**src/rtl/simd_alu_pipe.sv**
```systemverilog
// simd_alu_pipe
//   Single-issue SIMD ALU with a one-entry registered result stage.
//   Ordinary ops (ADD/SUB/XOR/SLL/SRA/ROR/PADDSB/PASS) complete in one cycle.
//   RED walks the NL packed lanes serially, one lane per cycle, and then
//   delivers the signed sum of every lane of a and b.
//
// Ports
//   clk, rst_n          clock and asynchronous active-low reset
//   in_valid/in_ready   operation handshake (op, a, b sampled on accept)
//   op                  0 ADD, 1 SUB, 2 XOR, 3 RED, 4 SLL, 5 SRA, 6 ROR,
//                       7 PADDSB, 8-F PASS
//   a, b                operands (shift amount is b[SW-1:0])
//   out_valid/out_ready result handshake
//   result              registered result
//   flag_z/v/n          registered zero / overflow / negative flags
//   busy                high while a RED iteration is running
`timescale 1ns/1ps
module simd_alu_pipe #(
  parameter int WIDTH = 16,
  parameter int LANE  = 4
) (
  input  logic             clk,
  input  logic             rst_n,
  input  logic             in_valid,
  output logic             in_ready,
  input  logic [3:0]       op,
  input  logic [WIDTH-1:0] a,
  input  logic [WIDTH-1:0] b,
  output logic             out_valid,
  input  logic             out_ready,
  output logic [WIDTH-1:0] result,
  output logic             flag_z,
  output logic             flag_v,
  output logic             flag_n,
  output logic             busy
);

  localparam int NL = WIDTH / LANE;
  localparam int SW = $clog2(WIDTH);
  localparam int IW = (NL > 1) ? $clog2(NL) : 1;

  localparam logic [3:0] OP_ADD    = 4'd0;
  localparam logic [3:0] OP_SUB    = 4'd1;
  localparam logic [3:0] OP_XOR    = 4'd2;
  localparam logic [3:0] OP_RED    = 4'd3;
  localparam logic [3:0] OP_SLL    = 4'd4;
  localparam logic [3:0] OP_SRA    = 4'd5;
  localparam logic [3:0] OP_ROR    = 4'd6;
  localparam logic [3:0] OP_PADDSB = 4'd7;

  localparam logic [WIDTH-1:0] SMAX = {1'b0, {(WIDTH-1){1'b1}}};
  localparam logic [WIDTH-1:0] SMIN = {1'b1, {(WIDTH-1){1'b0}}};
  localparam logic [LANE-1:0]  LMAX = {1'b0, {(LANE-1){1'b1}}};
  localparam logic [LANE-1:0]  LMIN = {1'b1, {(LANE-1){1'b0}}};

  typedef enum logic [1:0] {IDLE, BUSY, HOLD} state_t;

  state_t           state;
  logic [WIDTH-1:0] acc;
  logic [IW-1:0]    lane_idx;
  logic [WIDTH-1:0] red_a;
  logic [WIDTH-1:0] red_b;
  logic             accept;

  assign in_ready = (state == IDLE) && (!out_valid || out_ready);
  assign accept   = in_valid && in_ready;
  assign busy     = (state == BUSY);

  // Single-cycle ALU. upd_z / upd_vn say which flags the op is allowed to touch.
  logic [WIDTH-1:0]           alu_res;
  logic                       alu_v;
  logic                       upd_z;
  logic                       upd_vn;
  logic [WIDTH:0]             add_ext;
  logic [WIDTH:0]             sub_ext;
  logic [SW-1:0]              sh;
  logic [LANE-1:0]            al;
  logic [LANE-1:0]            bl;
  logic [LANE:0]              lane_sum;
  logic [NL-1:0][LANE-1:0]    padd;

  always_comb begin
    sh       = b[SW-1:0];
    add_ext  = {a[WIDTH-1], a} + {b[WIDTH-1], b};
    sub_ext  = {a[WIDTH-1], a} - {b[WIDTH-1], b};
    alu_res  = b;
    alu_v    = 1'b0;
    upd_z    = 1'b0;
    upd_vn   = 1'b0;
    al       = '0;
    bl       = '0;
    lane_sum = '0;
    padd     = '0;
    case (op)
      OP_ADD: begin
        upd_z   = 1'b1;
        upd_vn  = 1'b1;
        alu_v   = add_ext[WIDTH] ^ add_ext[WIDTH-1];
        // On overflow the true result has the sign of a, so clamp toward it.
        alu_res = alu_v ? (a[WIDTH-1] ? SMIN : SMAX) : add_ext[WIDTH-1:0];
      end
      OP_SUB: begin
        upd_z   = 1'b1;
        upd_vn  = 1'b1;
        alu_v   = sub_ext[WIDTH] ^ sub_ext[WIDTH-1];
        alu_res = alu_v ? (a[WIDTH-1] ? SMIN : SMAX) : sub_ext[WIDTH-1:0];
      end
      OP_XOR: begin
        upd_z   = 1'b1;
        alu_res = a ^ b;
      end
      OP_SLL: begin
        upd_z   = 1'b1;
        alu_res = a << sh;
      end
      OP_SRA: begin
        upd_z   = 1'b1;
        alu_res = $signed(a) >>> sh;
      end
      OP_ROR: begin
        upd_z   = 1'b1;
        // Shifting a doubled copy right brings the low bits round to the top.
        alu_res = WIDTH'({a, a} >> sh);
      end
      OP_PADDSB: begin
        for (int i = 0; i < NL; i++) begin
          al       = a[i*LANE +: LANE];
          bl       = b[i*LANE +: LANE];
          lane_sum = {al[LANE-1], al} + {bl[LANE-1], bl};
          if (lane_sum[LANE] != lane_sum[LANE-1])
            padd[i] = al[LANE-1] ? LMIN : LMAX;
          else
            padd[i] = lane_sum[LANE-1:0];
        end
        alu_res = padd;
      end
      default: alu_res = b;
    endcase
  end

  // Current RED lane of the captured operands, sign-extended and summed.
  logic [LANE-1:0]  red_al;
  logic [LANE-1:0]  red_bl;
  logic [WIDTH-1:0] red_sum;
  logic             red_last;

  always_comb begin
    red_al   = LANE'(red_a >> (LANE * lane_idx));
    red_bl   = LANE'(red_b >> (LANE * lane_idx));
    red_sum  = acc + WIDTH'($signed(red_al)) + WIDTH'($signed(red_bl));
    red_last = (lane_idx == IW'(NL - 1));
  end

  // Control FSM and result stage. A consumed result clears out_valid unless a
  // later assignment in the same edge loads a new result over it.
  always_ff @(posedge clk or negedge rst_n) begin
    if (!rst_n) begin
      state     <= IDLE;
      out_valid <= 1'b0;
      result    <= '0;
      flag_z    <= 1'b0;
      flag_v    <= 1'b0;
      flag_n    <= 1'b0;
      acc       <= '0;
      lane_idx  <= '0;
      red_a     <= '0;
      red_b     <= '0;
    end else begin
      if (out_ready)
        out_valid <= 1'b0;
      case (state)
        IDLE: begin
          if (accept) begin
            if (op == OP_RED) begin
              state    <= BUSY;
              acc      <= '0;
              lane_idx <= '0;
              red_a    <= a;
              red_b    <= b;
            end else begin
              result    <= alu_res;
              out_valid <= 1'b1;
              if (upd_z)
                flag_z <= (alu_res == '0);
              if (upd_vn) begin
                flag_v <= alu_v;
                flag_n <= alu_res[WIDTH-1];
              end
            end
          end
        end
        BUSY: begin
          acc      <= red_sum;
          lane_idx <= lane_idx + IW'(1);
          if (red_last) begin
            lane_idx <= '0;
            if (!out_valid || out_ready) begin
              result    <= red_sum;
              out_valid <= 1'b1;
              state     <= IDLE;
            end else begin
              // Never overwrite an unconsumed result; park the sum in acc.
              state <= HOLD;
            end
          end
        end
        HOLD: begin
          if (out_ready) begin
            result    <= acc;
            out_valid <= 1'b1;
            state     <= IDLE;
          end
        end
        default: state <= IDLE;
      endcase
    end
  end

endmodule

```
**config.mk**
```make
export PLATFORM = sky130hd
export DESIGN_NAME = simd_alu_pipe
export DESIGN_NICKNAME = d
export VERILOG_FILES = /design/src/rtl/simd_alu_pipe.sv
export SDC_FILE = /design/constraint.sdc
export NUM_CORES = 1
export LEC_CHECK = 0
export BUFFER_PORTS_ARGS = -buffer_cell sky130_fd_sc_hd__buf_2
export CAP_MARGIN = 20
export CELL_PAD_IN_SITES_DETAIL_PLACEMENT = 2
export CELL_PAD_IN_SITES_GLOBAL_PLACEMENT = 2
export CORE_ASPECT_RATIO = 0.7
export CORE_MARGIN = 2
export CORE_UTILIZATION = 41
export CTS_CLUSTER_SIZE = 30
export DETAILED_ROUTE_END_ITERATION = 8
export GPL_TIMING_DRIVEN = 0
export PLACE_DENSITY = 0.95
export SYNTH_ARGS = -nofsm -noshare
export SYNTH_HDL_FRONTEND = slang
export SYNTH_SLANG_ARGS = --single-unit
export TNS_END_PERCENT = 100
```
**constraint.sdc**
```tcl
create_clock -name clk -period 13.1 [get_ports clk]
set_clock_uncertainty 0.2 [all_clocks]
set_input_delay 1.31 -clock clk [delete_from_list [all_inputs] [get_ports clk]]
set_output_delay 1.31 -clock clk [all_outputs]
set_load 0.1 [all_outputs]
```
==> impl_summary.txt, run 1 <==
----------------------------------------------------
[Clock tree]
  Clock latency on the worst-skew pair ... 0.37 ns
  Clock sinks ... 72
  CTS hold repair buffers ... 0
  Clock transition at the registers of the reported paths ... 0.06 ns
  Number of clock buffers inserted by TritonCTS ... 9
  Max Root-Sink Buffers ... 2
  H-Tree Level Count ... 3
  CTS resizes ... 0
  TritonCTS clock tree ... yes
  Post-CTS Setup Inserts ... 0
  Cell at the root of the clock tree ... clkbuf_16

[Timing]
  Final worst-path cycle share ... 0.597
  Final hold violation count ... 0
  Fin worst setup slack ... 5.28 ns
  Transition at the pin with the smallest max-transition slack ... 1.09 ns
  Final min period ... 7.82 ns
  Count of pins over their slew limit ... 0
  Setup repair after global routing missed its margin ... false
  Setup-failing EPs final ... 0
  Final TNS setup ... 0 ns
  Maximum clock frequency ... 128 MHz
  Worst-case headroom to the max-slew limit ... 0.256

[Layout]
  Area overhead of the layout relative to synthesis ... 11.4%
  Post-layout nets ... 1251
  Layout cells sized above 1 ... 0.143

[Worst setup path]
  Worst r2r dst ... result[14]
  Arrival time of the worst setup path ... 7.92 ns
  Data required time of the worst path ... 13.20 ns
  CP Max Fanout ... 10
  Worst R2R Start ... lane_idx[0]
  Type of the worst setup path ... in -> reg
  Type of element capturing the critical path ... flop
  Reg-to-reg setup timing slack ... 7.21 ns
  Worst Setup Start Kind ... input pin
  Cell count of the worst reg-to-reg path ... 14

[Power and ir drop]
  Switching power total ... 0.00133 W
  Sequential power share ... 0.182
  Logic pwr share ... 0.695
  Overall Power ... 0.00232 W
  Pwr/cell area ... 238 nW/um^2
  Clk pwr share ... 0.123
  Cell internal pwr ... 0.000986 W
  Leakage dissipation ... 4.13 nW
  Net Sw Frac ... 0.574
  Highest ir drop seen on vdd ... 172 uV

[GRT]
  GR Util All Layers ... 0.434
  Pin count of the biggest net entering global routing ... 51
  Number of global-route vias before repair ... 10600
  First-pass GRT wire length ... 71.4 mm
  Global-route congestion overflow total ... 0
  Number of antenna violations at the first check in global routing ... 1

[Yosys]
  Share of async-settable or async-resettable flops after synthesis ... 1.00
  Yosys cell types ... 79
  Simple logic cell fraction of the synthesized area ... 0.168
  Average footprint of a synthesized cell ... 8.19 um^2
  Fraction of synthesized area in multiplexers ... 0.131
  Share of the yosys chip area belonging to registers ... 0.206
  Number of instances in the synthesized netlist ... 1066
  Yosys warnings ... 0
  Proportion of netlist area held by the largest area contributor ... 0.206
  Post-synthesis cell type with the largest combined area ... dfrtp_1
  EDFF count, synth ... 0
  Main combinational cell family by area after synthesis ... compound AO/OA/AOI/OAI gates
  Compound-Gate Fraction of Synth Area ... 0.267
  Commonest register cell after synthesis ... dfrtp_1
  Xor/xnor share of the synthesized area ... 0.0431
  Area contributors post-synth ... dfrtp_1 (21%), ha_1 (7.5%), mux4_2 (7.2%)
  Mapped Area ... 8730 um^2
  Net count of the mapped netlist ... 1179
  Adder-Cell Fraction of Synth Area ... 0.125
  FF+latch count, synth ... 72

[Floorplan]
  Area of the placeable core ... 20800 um^2
  Top-Level Pins ... 62
  Height of the die ... 126 um
  Die area ... 22500 um^2
  Placement Rows ... 44
  Initial standard-cell utilization of the core ... 0.419
  Die Width ... 178 um

[Drt]
  DR WL/cell ... 34.2 um
  Post-route DRC violation count ... 0
  Violation count after the first detailed-route iteration ... 1545
  Number of nets with antenna violations after detailed routing ... 0
  Drt total wl ... 48.5 mm
  DRT Pass-1 Iters ... 6
  Via count ... 10400
  Via count normalized by instance count ... 7.34

[Hold path]
  Count of cells along the worst hold path ... 2
  Source of the worst hold timing path ... flag_v
  Worst Hold Endpoint ... flag_v
  HP Class ... reg -> reg

[Outcome]
  Outcome ... finished clean

[Place]
  Worst setup slack before clock tree synthesis ... 5.48 ns
  PortBufs ... 60
  Final HPWL DP ... 36.5 mm
  Final weighted congestion in routability-driven placement ... 1.04

[Job]
  Maxcap violations ... 0

----------------------------------------------------
worst max path at each step:
stage / startpoint / end / slack (ns) / cells past startpoint
after global routing: b[2] / result[14] / 5.27 / 18
after floorplan: b[2] / flag_z / 8.06 / 16
after CTS: b[2] / result[12] / 5.83 / 17
after global placement: b[2] / result[14] / 5.75 / 18
final: b[2] / result[14] / 5.28 / 18
after detailed placement: b[2] / result[14] / 5.48 / 18
worst max-delay path, stage by stage:
cell      delay (ns)
buf_2           0.09
clkbuf_1        0.49
clkinv_1        0.47
clkbuf_1        0.44
ha_1            0.41
buf_4           0.18
nand2b_1        0.09
o311ai_1        0.13
a21oi_1         0.46
a311oi_1        0.31
nor2_1          0.47
mux2i_1         0.95
clkbuf_1        0.62
nand2_1         0.13
a41oi_1         0.67
nor2_1          0.15
a311oi_1        0.40
a21o_1          0.13
flip-flops by register name, summed over array words and instances (netlist names):
signal / cells
lane_idx: 2
out_valid: 1
red_b: 16
result: 16
red_a: 16
flag_v: 1
state: 2
acc: 16
flag_n: 1
flag_z: 1
placed cells by master, fill, tap and decap left out, types with 8 or more instances in the layout:
master,Yosys,final
nand2_1,127,127
nor2_1,105,105
o21ai_0,93,93
buf_2,13,72
dfrtp_1,72,72
a21oi_1,58,58
ha_1,52,52
inv_1,43,43
clkbuf_1,43,43
xnor2_1,33,33
mux2i_1,29,29
mux4_2,28,28
nor3_1,24,24
nand3_1,22,22
fa_1,21,21
a211oi_1,20,20
mux2_2,20,20
o22ai_1,20,20
a21o_1,17,17
nor2b_1,15,15
nand2b_1,11,11
a32oi_1,11,11
o211ai_1,10,10
xor2_1,10,10
a31oi_1,10,10
clkbuf_16,0,9
o21bai_1,8,8
o21a_1,8,8
o21ai_1,8,8
metal layers:
| layer | vias to the layer above | share of wire | track usage |
|---|---|---|---|
| li1 | 4050 | - | - |
| met1 | 5256 | 0.41 | 0.600 |
| met2 | 898 | 0.41 | 0.615 |
| met3 | 208 | 0.14 | 0.160 |
| met4 | 0 | 0.045 | 0.163 |
| met5 | - | 0 | 0 |
power groups by stage:
stage,Combinational (W),Clock (W),Sequential (W)
6_report,0.00161,0.000285,0.000421
5_1_grt,0.00169,0.000290,0.000426
4_1_cts,0.00155,0.000283,0.000414
3_5_place_dp,0.00148,0,0.000407
3_3_place_gp,0.00136,0,0.000390
2_1_floorplan,0.000860,0,0.000577
synth_stat cells, types with 7 or more instances:
cell type    n
o21ai_1      8
nor2b_1     15
o21a_1       8
xnor2_1     33
ha_1        52
mux2_2      20
fa_1        21
o21bai_1     8
nand3_1     22
xor2_1      10
mux4_2      28
o21ai_0     93
nand2_1    127
nor2_1     105
clkbuf_1    43
a22oi_1      7
o211ai_1    10
a21o_1      17
a32oi_1     11
buf_2       13
a21oi_1     58
mux2i_1     29
a211oi_1    20
a31oi_1     10
dfrtp_1     72
o22ai_1     20
nor3_1      24
nand2b_1    11
inv_1       43
kinds of logic (layout without fill, tap and decap cells):
group | after synthesis | in the layout
buf+inv | 120 | 196
other cells | 0 | 1
compound gates | 345 | 345
xor+xnor | 43 | 43
flops | 72 | 72
simple gates | 334 | 334
mux | 77 | 77
fa+ha+maj | 75 | 75
layout make-up:
cell class	count	area, um^2
buffer	69	313
clock buffer	9	225
antenna	1	2.50
clock inverter	6	93.8
inverter	51	196
tap	276	345
sequential	72	1800
timing repair buffer	61	330
fill	2355	11100
multi-input combinational	874	6420
metrics by stage:
stage / utilization / hold WS (ns) / area [um^2] / instances
final: 0.467 / 0.280 / 9730 / 1419
after global routing: 0.467 / 0.303 / 9720 / 1418
after CTS: 0.467 / 0.283 / 9720 / 1418
after detailed placement: 0.452 / 0.269 / 9400 / 1403
after global placement: 0.450 / 0.260 / 9370 / 1402
after floorplan: - / 0.245 / 8730 / 1066
No activity file was read; power rests on OpenSTA's default activity.
==> run 2: changes to the inputs <==
--- a/config.mk
+++ b/config.mk
@@ -5,17 +5,18 @@
 export SDC_FILE = /design/constraint.sdc
 export NUM_CORES = 1
 export LEC_CHECK = 0
+export ABC_AREA = 1
 export BUFFER_PORTS_ARGS = -buffer_cell sky130_fd_sc_hd__buf_2
 export CAP_MARGIN = 20
 export CELL_PAD_IN_SITES_DETAIL_PLACEMENT = 2
 export CELL_PAD_IN_SITES_GLOBAL_PLACEMENT = 2
 export CORE_ASPECT_RATIO = 0.7
 export CORE_MARGIN = 2
-export CORE_UTILIZATION = 41
+export CORE_UTILIZATION = 31
 export CTS_CLUSTER_SIZE = 30
 export DETAILED_ROUTE_END_ITERATION = 8
 export GPL_TIMING_DRIVEN = 0
-export PLACE_DENSITY = 0.95
+export PLACE_DENSITY = 0.87
 export SYNTH_ARGS = -nofsm -noshare
 export SYNTH_HDL_FRONTEND = slang
 export SYNTH_SLANG_ARGS = --single-unit
==> constraint.sdc (replaced) <==
create_clock -name clk -period 7.1 [get_ports clk]
set_clock_uncertainty 0.2 [all_clocks]
set_input_delay 0.71 -clock clk [delete_from_list [all_inputs] [get_ports clk]]
set_output_delay 0.71 -clock clk [all_outputs]
set_load 0.1 [all_outputs]
==> impl_summary.txt, run 2 <==
----------------------------------------------------
[Floorplan]
  Height of the die ... 146 um
  Top-Level Pins ... 62
  Die area ... 30400 um^2
  Area of the placeable core ... 28700 um^2
  Die Width ... 208 um
  Placement Rows ... 52
  Initial standard-cell utilization of the core ... 0.313

[Clock tree]
  CTS resizes ... 0
  Number of clock buffers inserted by TritonCTS ... 9
  Max Root-Sink Buffers ... 2
  Post-CTS Setup Inserts ... 0
  Clock transition at the registers of the reported paths ... 0.07 ns
  Clock latency on the worst-skew pair ... 0.36 ns
  Clock sinks ... 72
  H-Tree Level Count ... 3
  Cell at the root of the clock tree ... clkbuf_16
  TritonCTS clock tree ... yes
  CTS hold repair buffers ... 0

[Place]
  PortBufs ... 60
  Final HPWL DP ... 37.0 mm
  Final weighted congestion in routability-driven placement ... 0.978

[Timing]
  Setup repair after global routing missed its margin ... false
  Setup-failing EPs final ... 0
  Worst-case headroom to the max-slew limit ... 0.288
  Maximum clock frequency ... 190 MHz
  Transition at the pin with the smallest max-transition slack ... 1.07 ns
  Final worst-path cycle share ... 0.743
  Count of pins over their slew limit ... 0
  Final min period ... 5.28 ns
  Final TNS setup ... 0 ns
  Final hold violation count ... 0

[Worst setup path]
  CP Max Fanout ... 12
  Type of the worst setup path ... reg -> reg
  Reg-to-reg setup timing slack ... 1.82 ns
  Type of element capturing the critical path ... flop
  Worst R2R Start ... lane_idx[0]
  Arrival time of the worst setup path ... 5.32 ns
  Data required time of the worst path ... 7.14 ns
  Endpoint of the most critical setup path ... result[13]
  Worst Setup Start Kind ... flop
  Worst r2r dst ... result[13]
  Source of the critical timing path ... lane_idx[0]
  Cell count of the worst reg-to-reg path ... 23

[Drt]
  Via count ... 10700
  DR WL/cell ... 24.0 um
  Via count normalized by instance count ... 5.65
  Violation count after the first detailed-route iteration ... 870
  Drt total wl ... 45.5 mm
  Number of nets with antenna violations after detailed routing ... 0
  DRT Pass-1 Iters ... 5
  Post-route DRC violation count ... 0

[Yosys]
  Yosys cell types ... 53
  Commonest cells post-synth ... nand2_1 (453), inv_1 (140), o21ai_0 (140)
  Share of async-settable or async-resettable flops after synthesis ... 1.00
  EDFF count, synth ... 0
  Share of the yosys chip area belonging to registers ... 0.200
  FF+latch count, synth ... 72
  Proportion of netlist area held by the largest area contributor ... 0.200
  Area contributors post-synth ... dfrtp_1 (20%), nand2_1 (19%), o21ai_0 (7.8%)
  Net count of the mapped netlist ... 1554
  Commonest register cell after synthesis ... dfrtp_1
  Most used standard cell by instance count after synthesis ... nand2_1
  Average footprint of a synthesized cell ... 6.24 um^2
  Mapped Area ... 8990 um^2
  Number of instances in the synthesized netlist ... 1441
  Yosys warnings ... 0
  Post-synthesis cell type with the largest combined area ... dfrtp_1

[Layout]
  Area overhead of the layout relative to synthesis ... 12.9%
  Post-layout nets ... 1626
  Most common cell after layout, fill and taps aside ... nand2_1
  Commonest cells after routing, fill and taps aside ... nand2_1 (453), inv_1 (140), o21ai_0 (140)
  Antenna cells ... 0
  Layout cells sized above 1 ... 0.119
  Utilization after layout ... 0.354

[GRT]
  Pin count of the biggest net entering global routing ... 38
  First-pass GRT wire length ... 69.0 mm
  Global-route congestion overflow total ... 0
  Number of global-route vias before repair ... 11300
  GR Util All Layers ... 0.297
  Number of antenna violations at the first check in global routing ... 0

[Power and ir drop]
  Pwr/cell area ... 461 nW/um^2
  Logic pwr share ... 0.714
  Leakage dissipation ... 5.19 nW
  Cell internal pwr ... 0.00189 W
  Sequential power share ... 0.165
  Net Sw Frac ... 0.596
  Highest ir drop seen on vdd ... 177 uV
  Clk pwr share ... 0.121
  Switching power total ... 0.00279 W

[Job]
  Maxcap violations ... 0

[Outcome]
  Outcome ... finished clean

[Hold path]
  HP Class ... in -> async

----------------------------------------------------
[run 2: cell count changes in the layout (fill, tap and decap cells not counted), sizes merged, moves of 30 or more]
cell,before,now
nand2,127,483
inv,49,157
o21ai,101,158
a21oi,58,103
nand3,22,115
xnor2,33,3
[run 2: per-layer routing]
| metal | vias up | track usage | wire length [um] |
|---|---|---|---|
| li1 | 4845 | - | - |
| met1 | 5464 | 0.436 | 21800 |
| met2 | 346 | 0.451 | 19300 |
| met3 | 57 | 0.0531 | 3430 |
| met4 | 0 | 0.0625 | 934 |
| met5 | - | 0 | 0 |
[run 2: worst max-delay path, stage by stage (launching register included)]
cell	delay, ns
dfrtp_1	0.35
clkbuf_1	0.36
clkinv_1	0.39
nand2_1	0.15
nand3_1	0.09
nand2_1	0.20
inv_1	0.40
fa_1	0.61
ha_1	0.38
nand2_1	0.09
inv_1	0.10
o21ai_1	0.09
nand2_1	0.13
inv_1	0.06
o21ai_1	0.31
inv_1	0.09
o21ai_1	0.29
a21oi_1	0.17
o21ai_1	0.19
a21oi_1	0.09
o21ai_0	0.17
nand2_1	0.10
nand3_1	0.09
nand2_1	0.06
[run 2: how the worst min path moves through the flow]
stage,from,endpoint
floorplan,rst_n,acc[0]
finish,rst_n,red_a[9]
CTS,rst_n,red_a[9]
global placement,result[3],result[3]
global route,rst_n,red_a[9]
detailed placement,result[1],result[1]
[run 2: final cells by class]
cell class / instances / area [um^2]
repair buffers: 61 / 323
fillers: 3606 / 18500
plain buffers: 61 / 357
clock inverters: 5 / 103
flip-flops and latches: 72 / 1800
multi-input cells: 1148 / 6230
clock buffers: 11 / 253
well taps: 378 / 473
inverters: 160 / 613
[run 2: cell families (layout without fill, tap and decap cells)]
logic type      after synthesis  count (layout)  synth area share
xor+xnor                     27              27            0.0263
mux                           4               4           0.00459
simple gates                730             730             0.349
flops                        72              72             0.200
buf+inv                     221             298             0.108
fa+ha+maj                    73              73             0.119
compound gates              314             314             0.192
[run 2: stage by stage]
stage / setup WS (ns) / std cells / total power (W) / area, um^2 / hold WS (ns)
6_report: 1.82 / 1896 / 0.00468 / 10100 / 0.130
5_1_grt: 1.43 / 1896 / 0.00502 / 10100 / 0.169
4_1_cts: 1.85 / 1896 / 0.00463 / 10100 / 0.145
3_5_place_dp: 1.98 / 1880 / 0.00397 / 9790 / 0.270
3_3_place_gp: 1.85 / 1879 / 0.00371 / 9760 / 0.259
2_1_floorplan: 2.96 / 1441 / 0.00297 / 8990 / 0.214
[run 2: power groups by stage]
stage	sequential [W]	clock, W	combinational, W
floorplan	0.00107	0	0.00190
global placement	0.000761	0	0.00295
detailed placement	0.000772	0	0.00319
CTS	0.000771	0.000568	0.00329
global route	0.000799	0.000584	0.00364
finish	0.000774	0.000567	0.00334
